==> src/rtl/slip_tx_encoder.sv <==
// SLIP frame encoder: END, escaped payload (MSB byte first), optional CRC-8, END.
// Define SLIP_TX_CRC_EN to append an escaped CRC-8 (poly 0x07) before the closing END.
module slip_tx_encoder #(
    parameter int MSG_BYTES = 5
) (
    input  logic                   clk,
    input  logic                   rst,
    input  logic [8*MSG_BYTES-1:0] msg,
    input  logic                   msg_valid,
    output logic                   msg_ready,
    output logic [7:0]             out_byte,
    output logic                   out_valid,
    input  logic                   out_ready,
    output logic                   busy
);

    localparam int W  = 8 * MSG_BYTES;
    localparam int IW = (MSG_BYTES > 1) ? $clog2(MSG_BYTES) : 1;
    localparam logic [IW-1:0] LAST = IW'(MSG_BYTES - 1);

    localparam logic [7:0] END     = 8'hC0;
    localparam logic [7:0] ESC     = 8'hDB;
    localparam logic [7:0] ESC_END = 8'hDC;
    localparam logic [7:0] ESC_ESC = 8'hDD;

    typedef enum logic [2:0] {
        IDLE,
        SOF,
        DATA,
        ESC2,
`ifdef SLIP_TX_CRC_EN
        CRC,
`endif
        EOF
    } state_t;

`ifdef SLIP_TX_CRC_EN
    localparam state_t TAIL = CRC;
`else
    localparam state_t TAIL = EOF;
`endif

    state_t          state_q, state_d;
    logic [IW-1:0]   idx_q, idx_d;
    logic [W-1:0]    msg_q, msg_d;
    logic [7:0]      out_byte_q, out_byte_d;
    logic            out_valid_q, out_valid_d;
    logic            xfer;
    logic [7:0]      cur_b;
    logic [7:0]      nxt_b;
    logic [7:0]      esc_b;
`ifdef SLIP_TX_CRC_EN
    logic [7:0]      crc_q, crc_d;
    logic            esc_crc_q, esc_crc_d;
`endif

    function automatic logic is_special(input logic [7:0] b);
        return (b == END) || (b == ESC);
    endfunction

    function automatic logic [7:0] byte_at(input logic [W-1:0] m,
                                           input logic [IW-1:0] i);
        logic [W-1:0] sh;
        sh = m << (8 * i);
        return sh[W-1 -: 8];
    endfunction

`ifdef SLIP_TX_CRC_EN
    function automatic logic [7:0] crc8(input logic [7:0] c,
                                       input logic [7:0] b);
        logic [7:0] r;
        r = c ^ b;
        for (int i = 0; i < 8; i++)
            r = r[7] ? ((r << 1) ^ 8'h07) : (r << 1);
        return r;
    endfunction
`endif

    always_ff @(posedge clk) begin
        if (rst) begin
            state_q     <= IDLE;
            idx_q       <= '0;
            msg_q       <= '0;
            out_byte_q  <= '0;
            out_valid_q <= 1'b0;
`ifdef SLIP_TX_CRC_EN
            crc_q       <= '0;
            esc_crc_q   <= 1'b0;
`endif
        end else begin
            state_q     <= state_d;
            idx_q       <= idx_d;
            msg_q       <= msg_d;
            out_byte_q  <= out_byte_d;
            out_valid_q <= out_valid_d;
`ifdef SLIP_TX_CRC_EN
            crc_q       <= crc_d;
            esc_crc_q   <= esc_crc_d;
`endif
        end
    end

    always_comb begin
        state_d = state_q;
        idx_d   = idx_q;
        msg_d   = msg_q;
`ifdef SLIP_TX_CRC_EN
        crc_d     = crc_q;
        esc_crc_d = esc_crc_q;
`endif
        xfer  = out_valid_q && out_ready;
        cur_b = byte_at(msg_q, idx_q);
        case (state_q)
            IDLE: if (msg_valid) begin
                state_d = SOF;
                msg_d   = msg;
                idx_d   = '0;
`ifdef SLIP_TX_CRC_EN
                crc_d     = '0;
                esc_crc_d = 1'b0;
`endif
            end
            SOF: if (xfer) begin
                state_d = DATA;
                idx_d   = '0;
            end
            DATA: if (xfer) begin
`ifdef SLIP_TX_CRC_EN
                crc_d = crc8(crc_q, cur_b);
`endif
                if (is_special(cur_b))
                    state_d = ESC2;
                else if (idx_q == LAST)
                    state_d = TAIL;
                else
                    idx_d = idx_q + 1'b1;
            end
            ESC2: if (xfer) begin
`ifdef SLIP_TX_CRC_EN
                if (esc_crc_q)
                    state_d = EOF;
                else
`endif
                if (idx_q == LAST)
                    state_d = TAIL;
                else begin
                    idx_d   = idx_q + 1'b1;
                    state_d = DATA;
                end
            end
`ifdef SLIP_TX_CRC_EN
            CRC: if (xfer) begin
                if (is_special(crc_q)) begin
                    state_d   = ESC2;
                    esc_crc_d = 1'b1;
                end else begin
                    state_d = EOF;
                end
            end
`endif
            EOF: if (xfer) state_d = IDLE;
            default: state_d = IDLE;
        endcase
    end

    // Output registers are loaded from the next state so they stay put during stalls.
    always_comb begin
        out_valid_d = 1'b1;
        out_byte_d  = '0;
        nxt_b       = byte_at(msg_d, idx_d);
`ifdef SLIP_TX_CRC_EN
        esc_b = esc_crc_d ? crc_d : nxt_b;
`else
        esc_b = nxt_b;
`endif
        case (state_d)
            IDLE: out_valid_d = 1'b0;
            SOF:  out_byte_d  = END;
            DATA: out_byte_d  = is_special(nxt_b) ? ESC : nxt_b;
            ESC2: out_byte_d  = (esc_b == END) ? ESC_END : ESC_ESC;
`ifdef SLIP_TX_CRC_EN
            CRC:  out_byte_d  = is_special(crc_d) ? ESC : crc_d;
`endif
            EOF:  out_byte_d  = END;
            default: out_valid_d = 1'b0;
        endcase
    end

    assign msg_ready = (state_q == IDLE);
    assign busy      = (state_q != IDLE);
    assign out_byte  = out_byte_q;
    assign out_valid = out_valid_q;

endmodule

==> config.mk <==
export PLATFORM = sky130hd
export DESIGN_NAME = slip_tx_encoder
export DESIGN_NICKNAME = d
export VERILOG_FILES = /design/src/rtl/slip_tx_encoder.sv
export SDC_FILE = /design/constraint.sdc
export NUM_CORES = 1
export LEC_CHECK = 0
export ABC_CLOCK_PERIOD_IN_PS = 3800
export BUFFER_PORTS_ARGS = -buffer_cell sky130_fd_sc_hd__clkbuf_2
export CAP_MARGIN = 20
export CORE_AREA = 5 5 84 78
export DETAILED_ROUTE_END_ITERATION = 16
export DIE_AREA = 0 0 89 83
export GPL_TIMING_DRIVEN = 0
export PLACE_DENSITY = 0.79
export SLEW_MARGIN = 20
export SYNTH_ARGS = -nofsm -noshare
export SYNTH_HDL_FRONTEND = slang
export SYNTH_SLANG_ARGS = --single-unit
==> constraint.sdc <==
create_clock -name clk -period 3.8 [get_ports clk]
set_input_delay 0.57 -clock clk [delete_from_list [all_inputs] [get_ports clk]]
set_output_delay 0.57 -clock clk [all_outputs]
set_load 0.1 [all_outputs]
==> run metrics <==
Cell Area, Synth=3050 um^2; top cells by area, synth=dfxtp_1 (36%), nand2_1 (11%), a21oi_1 (7.9%); normalized max-slew margin=56.5%; Synth async-reset ratio=0%; dpl hpwl=7040 um; Worst setup SP type=flop; Max clock buf depth=2; R2R depth=14; Post-Layout Cell Count=544; met3 wire len=643 um; port buffer count=54; worst vdd ir=0.226 mV; RR Startpoint=idx_q[0]; die extent in y=83 um; Slew @ Worst Pin=0.652 ns; Met2 Wirelength=4140 um; outcome=complete, no violations; Yosys top cell area share=36.1%; TritonCTS clock tree=built; Worst setup EP type=flop; vias in the first global route=2960; DRT Wirelength=9120 um; antenna-violating nets left=0; Crit path arrival time=3.87 ns; Clk pin slew, worst setup/hold paths=0.10 ns; Leak=1.47 nW; max_cap viols=0; Mapped Avg Cell Area=7.41 um^2; Starting DRT DRC Count=227; Synth Register Bits=55; critical path's top delay family=compound AO/OA/AOI/OAI gates; Hold WS=0.466 ns; gr ovfl total=0; Setup-failing EPs final=0; Pwr Density=364 nW/um^2; cell taking the most area after synthesis=dfxtp_1; CTS root buf=clkbuf_8; slowest stage cell, crit path=dfxtp_2; synthesized instance count=411; Rows=26; Skew-Pair Late Insertion Delay=0.31 ns; Via density=5.89; largest net degree at the start of global routing=17; WL/cell=16.8 um; yosys warns=0; pre-CTS setup slack=-0.161 ns; finished layout cell area=3650 um^2; Max Transition Viols Final=0; initial antenna violation count=0; Core ar.=5560 um^2; P&R area growth vs syn=19.7%; Post-DP Area=3420 um^2; FMAX=0.275 GHz; TritonCTS buffer count=5; hold path endpoint=msg_q[9]; die width=89 um; DRC Markers=0; Worst Path Max Fanout=10; Final nets=519; Seq/Total Area, Yosys=36.1%; count of antenna diodes in the layout=0; Final min period=3.63 ns; r2r endpoint=out_byte[3]; critical path class=reg2reg; Hold Path Origin=msg[9]; layout cells sized above 1=21.1%; CP required=4.04 ns; placed insts=535; final core occ=65.5%; first-pass GRT wire length=14700 um; Hold Vio Cnt, Final=0; met1 WL=4130 um; Max Used Layer=met4; clk sink count=55; starting density of the core=54.8%; most frequent CP cell=buf_8; largest stage delay on the critical path=0.36 ns; syn_nets=457; global placement routability congestion=0.937; crit path buf inv count=3; Hold Crit Class=in2reg; Synth cell types=56; drt first pass iters=5; Clock Skew=0.00284 ns; die area=7390 um^2; Pwr Total=1.33 mW; Final period util=95.6%; FF-to-FF setup slack=0.17 ns; CTS HTree Levels=2; gr usage total=25.1%; number of flops mapped to enable cells by yosys=0; Primary FF master, synth=dfxtp_1; via count=3205; worst hold path depth=3; CP cell instances=buf_8 > buf_8 > clkinvlp_4 > ha_1 > and3_1 > a211o_1 > or3_1 > o211ai_4 > a21boi_1 > and2_4 > a311o_1 > and4_2 > nand3_1 > a31oi_1; Fin Setup TNS=0 ns; worst setup margin=0.167 ns; I/O pin count=55
-- report_power, final --
group | total (mW) | internal [mW] | switching [mW] | leakage [nW]
Clock | 0.343 | 0.150 | 0.193 | 0.0484
Combinational | 0.348 | 0.116 | 0.231 | 0.971
Sequential | 0.636 | 0.610 | 0.0257 | 0.451
-- worst max path at each step --
stage	startpoint	endpoint	slack, ns	depth (start not counted)
after floorplan	state_q[2]	out_byte[0]	0.12	11
after global placement	idx_q[0]	out_byte[3]	-0.08	14
after detailed placement	idx_q[0]	out_byte[3]	-0.16	14
after CTS	idx_q[0]	out_byte[3]	0.04	14
after global routing	idx_q[0]	out_byte[3]	-0.02	16
final	idx_q[0]	out_byte[3]	0.17	14
-- synth_stat cells, types with 2 or more instances --
cell type,number
nand3b_1,2
nor2_1,36
a31oi_1,13
a211oi_1,4
clkbuf_1,15
o21a_1,2
o21ai_0,18
nand3_1,11
dfxtp_1,55
and4_1,3
or3_1,2
a21oi_1,48
o21ai_1,4
buf_2,7
mux2i_1,14
a31o_1,2
buf_6,3
or2_2,2
nor3_1,6
ha_1,2
nand2b_1,7
mux2_1,2
nand2_1,93
a221o_1,3
and3_1,4
nor3b_1,2
o22ai_1,3
nor2b_1,4
inv_1,7
and2_1,6
a311oi_1,6
-- registers in the layout, summed over array words and instances (netlist names) --
signal,cells
msg_q,40
out_byte,8
idx_q,3
state_q,3
out_valid,1
-- final cells by class --
cell class / instances / area, um^2
Tap cell: 70 / 87.6
Sequential cell: 55 / 1100
Clock inverter: 1 / 8.76
Inverter: 7 / 30.0
Clock buffer: 7 / 86.3
Buffer: 28 / 155
Multi-Input combinational cell: 321 / 1900
Timing Repair Buffer: 55 / 278
Fill cell: 506 / 1920
-- placed cells by master, fill, tap and decap left out, types with 2 or more instances in the layout --
master	instances
nand2_1	93
or2_2	2
nor2b_1	4
o21ai_0	17
dfxtp_1	54
clkbuf_8	6
mux2i_1	14
a211oi_2	2
clkbuf_1	16
nand3b_1	2
a21oi_1	48
o21ai_1	4
a311oi_2	2
buf_8	2
nand3_1	11
o21ai_2	2
o21a_1	2
buf_2	6
nor3_1	5
mux2_1	2
a211oi_1	3
and4_1	2
a31oi_1	12
a31o_1	2
a311oi_1	3
nor2_1	35
inv_1	6
a221o_1	3
ha_1	2
and3_1	4
clkbuf_2	55
buf_4	2
nand2b_1	7
o22ai_1	3
buf_6	2
and2_1	4
or3_1	2
-- layer usage --
layer,vias up,track usage [%]
met4,0,8.80
met3,19,3.76
li1,1576,-
met5,-,0
met1,1476,36.2
met2,134,37.9
-- worst min-delay path: stages --
cell and delay [ns]:
clkbuf_2 0.08, nand2_1 0.04, a21oi_1 0.05
-- cell families after synthesis --
family,Yosys count,synth area share (%)
buffers and inverters,35,5.50
AND/OR/NAND/NOR,184,27.4
adder cells (fa/ha/maj),2,0.821
multiplexers,16,5.34
AO/OA/AOI/OAI,119,24.8
flip-flops,55,36.1
-- what timing repair did --
action	CTS	global route
pin swaps	0	8
resized for setup	6	23
buffers inserted	0	1
setup endpoints to repair	4	4
hold buffers	0	0
No activity file was read; power rests on OpenSTA's default activity.
